===== src/rtl/fmap_pingpong_buffer_if.sv =====
`default_nettype none
// ============================================================================
// Module   : fmap_pingpong_buffer_if
// Brief    : Pixel-stream bundle for the feature-map ping-pong buffer.
//            The write side carries the pooled pixel stream in. The read
//            side carries the replayed frame out to the next layer.
// Revision : 1.0 - initial release
// ============================================================================
interface fmap_pingpong_buffer_if #(
  parameter int DATA_W = 16
);
  logic              wr_valid;
  logic [DATA_W-1:0] wr_data;
  logic              valid_out;
  logic [DATA_W-1:0] data_out;
  logic              frame_start;
  logic              frame_done;
  logic              overflow;

  // Producer / consumer side: drives pixels in and observes the replay.
  modport master (
    output wr_valid, wr_data,
    input  valid_out, data_out, frame_start, frame_done, overflow
  );

  // Buffer side.
  modport slave (
    input  wr_valid, wr_data,
    output valid_out, data_out, frame_start, frame_done, overflow
  );
endinterface
`default_nettype wire


===== src/rtl/fmap_pingpong_buffer.sv =====
`default_nettype none
// ============================================================================
// Module   : fmap_pingpong_buffer
// Brief    : Double-buffered feature-map hand-off between two conv layers.
//            The pooled pixel stream is captured into one of two banks.
//            A completed bank is replayed in raster order while the other
//            bank fills. The optional macro FMAP_BUF_ROW_GAP_EN inserts
//            ROW_GAP idle cycles between output rows.
// Revision : 1.0 - initial release
// ============================================================================
module fmap_pingpong_buffer #(
  parameter int WIDTH   = 4,
  parameter int DATA_W  = 16,
  parameter int ROW_GAP = 2
) (
  input wire clk,
  input wire rst,      // asynchronous, active low
  fmap_pingpong_buffer_if.slave bus
);

  localparam int c_DEPTH = WIDTH * WIDTH;
  localparam int c_AW    = (c_DEPTH > 1) ? $clog2(c_DEPTH) : 1;
  localparam int c_CW    = (WIDTH > 1) ? $clog2(WIDTH) : 1;
  localparam int c_GW    = (ROW_GAP > 0) ? $clog2(ROW_GAP + 1) : 1;
  localparam logic [c_AW-1:0] c_LAST_ADDR = c_AW'(c_DEPTH - 1);
  localparam logic [c_CW-1:0] c_LAST_COL  = c_CW'(WIDTH - 1);
`ifdef FMAP_BUF_ROW_GAP_EN
  localparam logic [c_GW-1:0] c_GAP_LOAD  = c_GW'(ROW_GAP);
`else
  localparam logic [c_GW-1:0] c_GAP_LOAD  = '0;
`endif

  typedef enum logic [1:0] {
    S_IDLE   = 2'd0,
    S_STREAM = 2'd1,
    S_DRAIN  = 2'd2
  } state_t;

  // Two banks laid out back to back; the bank pointer is the address MSB.
  logic [DATA_W-1:0] r_mem [2**(c_AW+1)];

  // Write side
  logic [c_AW-1:0] r_wa;
  logic            r_wb;
  logic            r_overflow;
  logic [1:0]      r_full;
  logic            w_wr_accept;
  logic            w_wr_drop;
  logic            w_wr_last;
  logic [1:0]      w_set_mask;
  logic [1:0]      w_clr_mask;

  // Read side
  state_t          r_state;
  state_t          w_state_nxt;
  logic            r_rb;
  logic [c_AW-1:0] r_ra;
  logic [c_AW-1:0] w_ra_nxt;
  logic [c_CW-1:0] r_col;
  logic [c_CW-1:0] w_col_nxt;
  logic [c_GW-1:0] r_gap;
  logic [c_GW-1:0] w_gap_nxt;
  logic            w_issue;
  logic            w_clr;

  // Output registers
  logic              r_valid_out;
  logic [DATA_W-1:0] r_data_out;
  logic              r_frame_start;
  logic              r_frame_done;

  // A word is dropped only when the bank it would land in still awaits replay.
  assign w_wr_accept = bus.wr_valid & ~r_full[r_wb];
  assign w_wr_drop   = bus.wr_valid &  r_full[r_wb];
  assign w_wr_last   = w_wr_accept & (r_wa == c_LAST_ADDR);
  assign w_set_mask  = {w_wr_last & r_wb, w_wr_last & ~r_wb};
  assign w_clr_mask  = {w_clr & r_rb, w_clr & ~r_rb};

  // Bank storage: no reset, so contents survive a reset.
  always_ff @(posedge clk) begin
    if (w_wr_accept) begin
      r_mem[{r_wb, r_wa}] <= bus.wr_data;
    end
  end

  // Write address / bank pointer and the sticky overflow flag.
  always_ff @(posedge clk or negedge rst) begin
    if (!rst) begin
      r_wa       <= '0;
      r_wb       <= 1'b0;
      r_overflow <= 1'b0;
    end else begin
      if (w_wr_drop) begin
        r_overflow <= 1'b1;
      end
      if (w_wr_accept) begin
        if (w_wr_last) begin
          r_wa <= '0;
          r_wb <= ~r_wb;
        end else begin
          r_wa <= r_wa + 1'b1;
        end
      end
    end
  end

  // Bank-full flags: set by the writer, cleared by the reader; clear wins on a tie.
  always_ff @(posedge clk or negedge rst) begin
    if (!rst) begin
      r_full <= 2'b00;
    end else begin
      r_full <= (r_full | w_set_mask) & ~w_clr_mask;
    end
  end

  // Read FSM state, read address, column and row-gap counters.
  always_ff @(posedge clk or negedge rst) begin
    if (!rst) begin
      r_state <= S_IDLE;
      r_rb    <= 1'b0;
      r_ra    <= '0;
      r_col   <= '0;
      r_gap   <= '0;
    end else begin
      r_state <= w_state_nxt;
      r_ra    <= w_ra_nxt;
      r_col   <= w_col_nxt;
      r_gap   <= w_gap_nxt;
      if (w_clr) begin
        r_rb <= ~r_rb;
      end
    end
  end

  // Read FSM next state. r_ra is the flat raster address (row*WIDTH+col),
  // so a column wrap with a row increment is just a +1 on r_ra.
  always_comb begin
    w_state_nxt = r_state;
    w_ra_nxt    = r_ra;
    w_col_nxt   = r_col;
    w_gap_nxt   = r_gap;
    w_issue     = 1'b0;
    w_clr       = 1'b0;
    case (r_state)
      S_IDLE: begin
        if (r_full[r_rb]) begin
          w_state_nxt = S_STREAM;
          w_ra_nxt    = '0;
          w_col_nxt   = '0;
          w_gap_nxt   = '0;
        end
      end
      S_STREAM: begin
        if (r_gap != '0) begin
          w_gap_nxt = r_gap - 1'b1;
        end else begin
          w_issue = 1'b1;
          if (r_ra == c_LAST_ADDR) begin
            w_state_nxt = S_DRAIN;
          end else begin
            w_ra_nxt = r_ra + 1'b1;
            if (r_col == c_LAST_COL) begin
              w_col_nxt = '0;
              w_gap_nxt = c_GAP_LOAD;
            end else begin
              w_col_nxt = r_col + 1'b1;
            end
          end
        end
      end
      S_DRAIN: begin
        w_clr       = 1'b1;
        w_state_nxt = S_IDLE;
      end
      default: begin
        w_state_nxt = S_IDLE;
      end
    endcase
  end

  // Registered read stage: one-cycle memory latency feeding the outputs.
  always_ff @(posedge clk or negedge rst) begin
    if (!rst) begin
      r_valid_out   <= 1'b0;
      r_data_out    <= '0;
      r_frame_start <= 1'b0;
      r_frame_done  <= 1'b0;
    end else begin
      r_valid_out   <= w_issue;
      r_frame_start <= w_issue & (r_ra == '0);
      r_frame_done  <= w_issue & (r_ra == c_LAST_ADDR);
      if (w_issue) begin
        r_data_out <= r_mem[{r_rb, r_ra}];
      end
    end
  end

  assign bus.valid_out   = r_valid_out;
  assign bus.data_out    = r_data_out;
  assign bus.frame_start = r_frame_start;
  assign bus.frame_done  = r_frame_done;
  assign bus.overflow    = r_overflow;

`ifndef SYNTHESIS
  // The writer only sets an empty flag and the reader only clears a full one,
  // so both can never target the same bank in one cycle.
  a_set_clr_same_bank: assert property (@(posedge clk) disable iff (!rst)
    (w_set_mask & w_clr_mask) == 2'b00);
`endif

endmodule
`default_nettype wire


===== src/flat_wrapper.sv =====
// flat-port wrapper written by rule: the top's interface ports become plain ports
module fmap_pingpong_buffer_flat 
#(
  parameter int WIDTH   = 4,
  parameter int DATA_W  = 16,
  parameter int ROW_GAP = 2
)
  (clk, rst, bus_wr_valid, bus_wr_data, bus_valid_out, bus_data_out, bus_frame_start, bus_frame_done, bus_overflow);
  fmap_pingpong_buffer_if #(.DATA_W(DATA_W)) bus_i ();
  input wire clk;
  input wire rst;
  input wire logic [$bits(bus_i.wr_valid)-1:0] bus_wr_valid;
  input wire logic [$bits(bus_i.wr_data)-1:0] bus_wr_data;
  output wire logic [$bits(bus_i.valid_out)-1:0] bus_valid_out;
  output wire logic [$bits(bus_i.data_out)-1:0] bus_data_out;
  output wire logic [$bits(bus_i.frame_start)-1:0] bus_frame_start;
  output wire logic [$bits(bus_i.frame_done)-1:0] bus_frame_done;
  output wire logic [$bits(bus_i.overflow)-1:0] bus_overflow;
  assign bus_i.wr_valid = bus_wr_valid;
  assign bus_i.wr_data = bus_wr_data;
  assign bus_valid_out = bus_i.valid_out;
  assign bus_data_out = bus_i.data_out;
  assign bus_frame_start = bus_i.frame_start;
  assign bus_frame_done = bus_i.frame_done;
  assign bus_overflow = bus_i.overflow;
  fmap_pingpong_buffer #(.WIDTH(WIDTH), .DATA_W(DATA_W), .ROW_GAP(ROW_GAP)) u_core (.clk(clk), .rst(rst), .bus(bus_i));
endmodule

===== config.mk =====
export PLATFORM = sky130hd
export DESIGN_NAME = fmap_pingpong_buffer_flat
export DESIGN_NICKNAME = d
export VERILOG_FILES = /design/src/rtl/fmap_pingpong_buffer_if.sv /design/src/rtl/fmap_pingpong_buffer.sv /design/src/flat_wrapper.sv
export SDC_FILE = /design/constraint.sdc
export NUM_CORES = 1
export LEC_CHECK = 0
export CAP_MARGIN = 20
export CORE_ASPECT_RATIO = 0.9
export CORE_MARGIN = 2
export CORE_UTILIZATION = 35
export DETAILED_ROUTE_END_ITERATION = 8
export PLACE_DENSITY = 0.55
export REMOVE_ABC_BUFFERS = 1
export SETUP_SLACK_MARGIN = 0.4
export SYNTH_ARGS = -nofsm -noshare
export SYNTH_HDL_FRONTEND = slang
export SYNTH_SLANG_ARGS = --single-unit

===== constraint.sdc =====
create_clock -name clk -period 3.6 [get_ports clk]
set_input_delay 1.08 -clock clk [delete_from_list [all_inputs] [get_ports clk]]
set_output_delay 1.08 -clock clk [all_outputs]
set_load 0.03 [all_outputs]

==> results of run 1 <==
-- routing by layer --
layer,track usage [%],vias up,wire (um)
li1,-,4621,-
met3,3.76,75,3270
met4,4.15,2,1150
met5,0,-,13
met1,24.3,5551,24300
met2,25.4,333,23600
-- critical path: stages (launching register included) --
cell and delay, ps:
dfrtp_1 460, nor4b_4 860, nand2_1 600, a2111oi_1 750
buf_4 220, a211oi_1 40
-- report_power, final --
part | internal (mW) | switching (mW) | leakage (nW) | total (mW)
registers | 7.46 | 0.421 | 5.04 | 7.88
clock network | 3.23 | 2.34 | 0.843 | 5.56
logic | 2.43 | 3.15 | 2.34 | 5.58
-- path summary, 6_finish.rpt --
check	endpoint	slack, ps	from
max in group asynchronous	u_core.bus.data_out[8]	2410	rst
min reg2reg	u_core.r_full[1]	550	u_core.r_full[1]
min in group clk	u_core.r_full[1]	550	u_core.r_full[1]
min	u_core.bus.valid_out	510	rst
max	u_core.bus.data_out[10]	520	u_core.r_state[1]
max reg2reg	u_core.bus.data_out[10]	520	u_core.r_state[1]
-- kinds of logic (layout without fill, tap and decap cells) --
logic type / count (synthesis) / in the layout
flops: 548 / 548
buf+inv: 65 / 226
simple gates: 140 / 140
xor+xnor: 3 / 3
fa+ha+maj: 6 / 6
mux: 211 / 211
other cells: 0 / 1
compound gates: 99 / 99
-- repair_timing --
action,4_1_cts,5_1_grt
endpoints found under the setup margin,2,2
hold endpoints to repair,0,0
gates resized for setup,1,3
buffers inserted,1,0
-- per-stage QoR --
step	total power [mW]	worst slack, ps	utilization, %	TNS, ps	std cells
global route	19.8	425	41.4	0	2016
global placement	13.5	20.8	38.5	0	1921
finish	19.0	522	41.4	0	2017
CTS	19.2	416	41.4	0	2016
floorplan	10.9	-3990	-	-91410	1015
detailed placement	13.6	10.2	38.5	0	1921
-- cell usage after synthesis, drive strengths merged (17+ instances only) --
cell	n	area share, %
edfxtp	512	72
mux2i	98	4.6
mux4	80	8.7
nor2	49	0.87
o22ai	49	1.4
dfrtp	36	4.2
mux2	33	1.7
clkbuf	31	0.55
nand2	29	0.51
buf	26	0.76
and2	18	0.53
nor3	18	0.42
a211oi	17	0.60
-- registers in the layout, indices dropped and copies added (netlist names), 2 cells and up --
signal / count
u_core.r_mem: 512
u_core.bus.data_out: 16
u_core.r_ra: 4
u_core.r_wa: 4
u_core.r_full: 2
u_core.r_gap: 2
u_core.r_state: 2
-- layout make-up --
type | instances | area, um2 | area share, %
Inverter | 8 | 30.0 | 0.121
Antenna cell | 1 | 2.50 | 0.0101
Sequential cell | 548 | 16300 | 65.6
Tap cell | 783 | 980 | 3.95
Clock buffer | 65 | 1420 | 5.73
Multi-Input combinational cell | 459 | 4730 | 19.1
Timing Repair Buffer | 124 | 1080 | 4.36
Clock inverter | 29 | 298 | 1.20
==> results by group, run 1 <==
Placement
  – Routability congestion estimate: between 0.8 and 0.9
  – Dpl cell area: around 0.023 mm2
  – Port Buffers: 38
  – Final HPWL DP: 31600 um

Global route
  – Vias in the first global route: 10639
  – First-pass GRT wire length: roughly 75000 um
  – Pin count of the biggest net entering global routing: 54
  – Grt total ovfl: 0
  – GRT Overall Usage: approximately 17%
  – Initial antenna violation count: 2

Floorplanning
  – Die area: 0.0627 mm2
  – Die Ht: 238 um
  – Core Region: between 0.05 and 0.06 mm2
  – I/O pin cnt: 39
  – Die width: roughly 260 um
  – Rows: 85
  – Starting Density: a little over a third

Timing
  – Clock skew: 19.4 ps
  – Setup violations, final: 0
  – Unrepaired setup endpoints after global routing: no
  – Rel. slew slack: approximately two fifths
  – Hold slack: 513 ps
  – Max Fclk: 325 MHz
  – Tmin final: 3080 ps
  – Final hold vios: 0
  – Slew @ Worst Pin: 923 ps
  – Max Transition Viols Final: 0
  – Final period util: a little under nine tenths

Yosys
  – Post-Synthesis Cells: around 1100
  – Post-Synth Adder-Cell Area: 0.353%
  – Syn avg cell area: about 20 um2
  – Compound-Gate Fraction of Synth Area: under 10%
  – Post-Synth XOR/XNOR Area: less than 1%
  – Synth Area in Simple Gates: approximately 3.2%
  – Synth Register Bits: approximately 550
  – Post-synth ARST share: under 10%
  – Most used flip-flop cell after synthesis: edfxtp_1
  – Largest family of logic cells by synthesized area: multiplexers
  – Netlist Area Pre-Place: around 0.021 mm2
  – Post-synthesis mux area share: between 15 and 20%
  – Distinct cells, synth: 45
  – Ys Warns: 0
  – Sequential-to-total area share from yosys stat: between 70% and 80%
  – EDFF count, synth: roughly 510

Layout
  – Commonest non-fill, non-tap cell in the layout: edfxtp_1
  – Area grow syn2layout: 16.8%
  – Fillers: ~5300
  – Most frequent cells in the layout: edfxtp_1 (512), mux2i_1 (98), buf_4 (81)
  – Nets@finish: 1219
  – Post-route design area: around 0.025 mm2
  – Share of layout cells above drive strength 1: about a quarter

Worst setup path
  – WS Path Type: reg2reg
  – CP endpoint kind: register
  – WP data required: about 4100 ps
  – CP arrival: ~3500 ps
  – Worst-path maximum fanout: 16
  – CP Launch Type: register
  – Worst R2R Path Depth: 5

Routing
  – Antenna viol nets, final: 0
  – Drc violations: 0
  – Via density: about 5.2
  – DR iter-0 viols: approximately 1100
  – DR WL/cell: approximately 26 um
  – DR vias: between 10000 and 15000
  – Detailed Route WL: 52300 um
  – DRT Pass-1 Iters: 5

Worst hold path
  – Hold WC Path Type: in2async

CTS
  – CTS root buffer: clkbuf_16
  – Clock Path Buffers: 3
  – Clock-pin slew on the worst setup and hold paths: ~60 ps
  – Cts hold-fix bufs: 0
  – H-tree depth: 2
  – CTS Buf Count: 53
  – CTS tree: yes
  – Clock latency at the later pin of the worst-skew pair: roughly 610 ps
  – Clock sink total: roughly 550

Run status
  – Status: finished clean

Power and ir drop
  – Peak VDD IR: 0.000394 V
  – Leakage: ~8.2 nW
  – PD cells: approximately 770 mW/mm2

Run
  – Max-cap violations: 0
Power figures use the tool's default switching activity.
==> run 2, diff against run 1 <==
Settings changed: CAP_MARGIN 20 to not set.
==> results of run 2 <==
Same layout as run 1: the final DEF is identical, and so are final timing and power.
==> run 3, diff against run 2 <==
Settings changed: CTS_CLUSTER_DIAMETER set to 40.
==> run 3 against run 2 <==
Against the previous run:
- core utilization up 0.81 points
- worst setup slack better by 86 ps
- critical path depth stayed put
- routed wire length is 0.55% higher
- worst hold slack better by 13 ps
- combinational power is essentially flat
- sequential share of layout area decreased by 1.3 points
- sequential power is essentially flat
- highest routed layer is now met4
==> results by group, run 3 (synthesis results as in run 1) <==
Global route
  – Pin count of the biggest net entering global routing: between 50 and 60
  – GRT Overall Usage: between 10% and 20%
  – First-pass GRT wire length: between 70000 and 80000 um
  – Grt total ovfl: 0
  – Vias in the first global route: 10789
  – Initial antenna violation count: 0

Layout
  – Number of flip-flops under the largest register name: 512
  – Antenna cells: 0
  – Nets@finish: between 1000 and 1500
  – Reg with most FFs: u_core.r_mem
  – Util after Layout: between 40% and 50%
  – Most frequent cells in the layout: edfxtp_1 (512), mux2i_1 (98), buf_4 (81)
  – Commonest non-fill, non-tap cell in the layout: edfxtp_1
  – Share of layout cells above drive strength 1: about 25%
  – Area grow syn2layout: 19.1%

Floorplanning
  – Die Ht: 238 um
  – Core Region: roughly 0.060 mm2
  – Starting Density: between 30% and 40%
  – Die area: between 0.06 and 0.07 mm2
  – Die width: about 260 um
  – Rows: 85
  – I/O pin cnt: 39

Timing
  – Slew @ Worst Pin: ~870 ps
  – Rel. slew slack: a little over two fifths
  – Final period util: 83.1%
  – Final hold vios: 0
  – Tmin final: 2990 ps
  – Clock skew: 17.7 ps
  – Max Fclk: about 330 MHz
  – Final setup margin: a little over 600 ps
  – Unrepaired setup endpoints after global routing: no
  – Setup violations, final: 0
  – Max Transition Viols Final: 0
  – Hold slack: between 500 and 600 ps

CTS
  – Clock-pin slew on the worst setup and hold paths: 60 ps
  – CTS root buffer: clkbuf_16
  – Clock Path Buffers: 3
  – Clock latency at the later pin of the worst-skew pair: about 590 ps
  – Cts hold-fix bufs: 0
  – CTS Buf Count: 66
  – Clock sink total: 548
  – CTS tree: yes
  – H-tree depth: 3

Power and ir drop
  – Leakage: between 8 and 9 nW
  – Peak VDD IR: roughly 0.00041 V
  – PD cells: around 800 mW/mm2
  – PnR Total Power: around 20 mW

Routing
  – Via density: 5.22
  – Antenna viol nets, final: 0
  – DR iter-0 viols: ~1100
  – DR vias: 10669
  – Detailed Route WL: ~53000 um
  – DRT Pass-1 Iters: 5
  – Drc violations: 0
  – DR WL/cell: approximately 26 um

Worst setup path
  – Crit path from: u_core.r_gap[1]
  – R2r startpoint: u_core.r_gap[1]
  – CP arrival: 3440 ps
  – Worst-path maximum fanout: 16
  – CP endpoint kind: register
  – Worst reg2reg setup slack: a little over 600 ps
  – WS Path Type: reg2reg
  – WP data required: just over 4000 ps
  – CP Launch Type: register
  – Critical Path Sink: u_core.bus.data_out[10]
  – Worst R2R Path Depth: 5
  – RR Endpoint: u_core.bus.data_out[10]

Run status
  – Status: finished clean

Placement
  – Routability congestion estimate: approximately 0.84
  – Port Buffers: 38
  – Placement Setup Slack: 10.2 ps
  – Final HPWL DP: 31600 um

Worst hold path
  – Hold WC Path Type: in2async

Run
  – Max-cap violations: 0
-- run 3: changes by cell type in the layout (fill, tap and decap cells not counted), moves of 3 or more --
| cell | delta |
|---|---|
| clkinv_4 | +6 |
| clkinv_2 | -5 |
| clkbuf_16 | +18 |
| inv_8 | +4 |
| bufinv_16 | -3 |
| inv_6 | +4 |
-- run 3: final cells by class --
| cell class | count | area (um2) |
|---|---|---|
| Clock buffer | 82 | 1880 |
| Fill cell | 5291 | 34700 |
| Clock inverter | 38 | 330 |
| Tap cell | 783 | 980 |
| Timing Repair Buffer | 124 | 1080 |
| Inverter | 8 | 30.0 |
| Multi-Input combinational cell | 459 | 4730 |
| Sequential cell | 548 | 16300 |
-- run 3: timing repair --
item,4_1_cts,5_1_grt
gates resized for setup,1,2
setup buffers,1,0
setup endpoints to repair,2,2
pin swaps,0,1
gates cloned,0,0
-- run 3: worst min-delay path by stage --
stage / start / endpoint / depth (start not counted)
2_1_floorplan: u_core.r_full[1] / u_core.r_full[1] / 1
3_3_place_gp: u_core.r_full[1] / u_core.r_full[1] / 1
3_5_place_dp: u_core.r_full[1] / u_core.r_full[1] / 1
4_1_cts: rst / u_core.r_state[1] / 1
5_1_grt: rst / u_core.r_state[1] / 1
6_report: rst / u_core.r_state[1] / 1
-- run 3: worst max-delay path: stages, from the launching register on --
cell and delay (ps):
dfrtp_1 440, nor4b_4 810, nand2_1 610, a2111oi_1 730, buf_4 220, a211oi_1 40
-- run 3: power breakdown --
| part | switching, mW | internal [mW] |
|---|---|---|
| registers | 0.427 | 7.46 |
| logic | 3.17 | 2.43 |
| clock network | 2.64 | 3.97 |
| total | 6.24 | 13.9 |
-- run 3: per-layer routing --
metal / GRT usage [%] / vias to the layer above / routed length (um)
li1: - / 4675 / -
met1: 24.8 / 5570 / 24600
met2: 25.0 / 353 / 23500
met3: 3.61 / 71 / 3080
met4: 5.17 / 0 / 1390
met5: 0 / - / 0
-- run 3: through the flow --
stage,area (um2),TNS [ps],std cells
2_1_floorplan,21000,-91410,1015
3_3_place_gp,23100,0,1921
3_5_place_dp,23100,0,1921
4_1_cts,25300,0,2042
5_1_grt,25300,0,2042
6_report,25300,0,2042
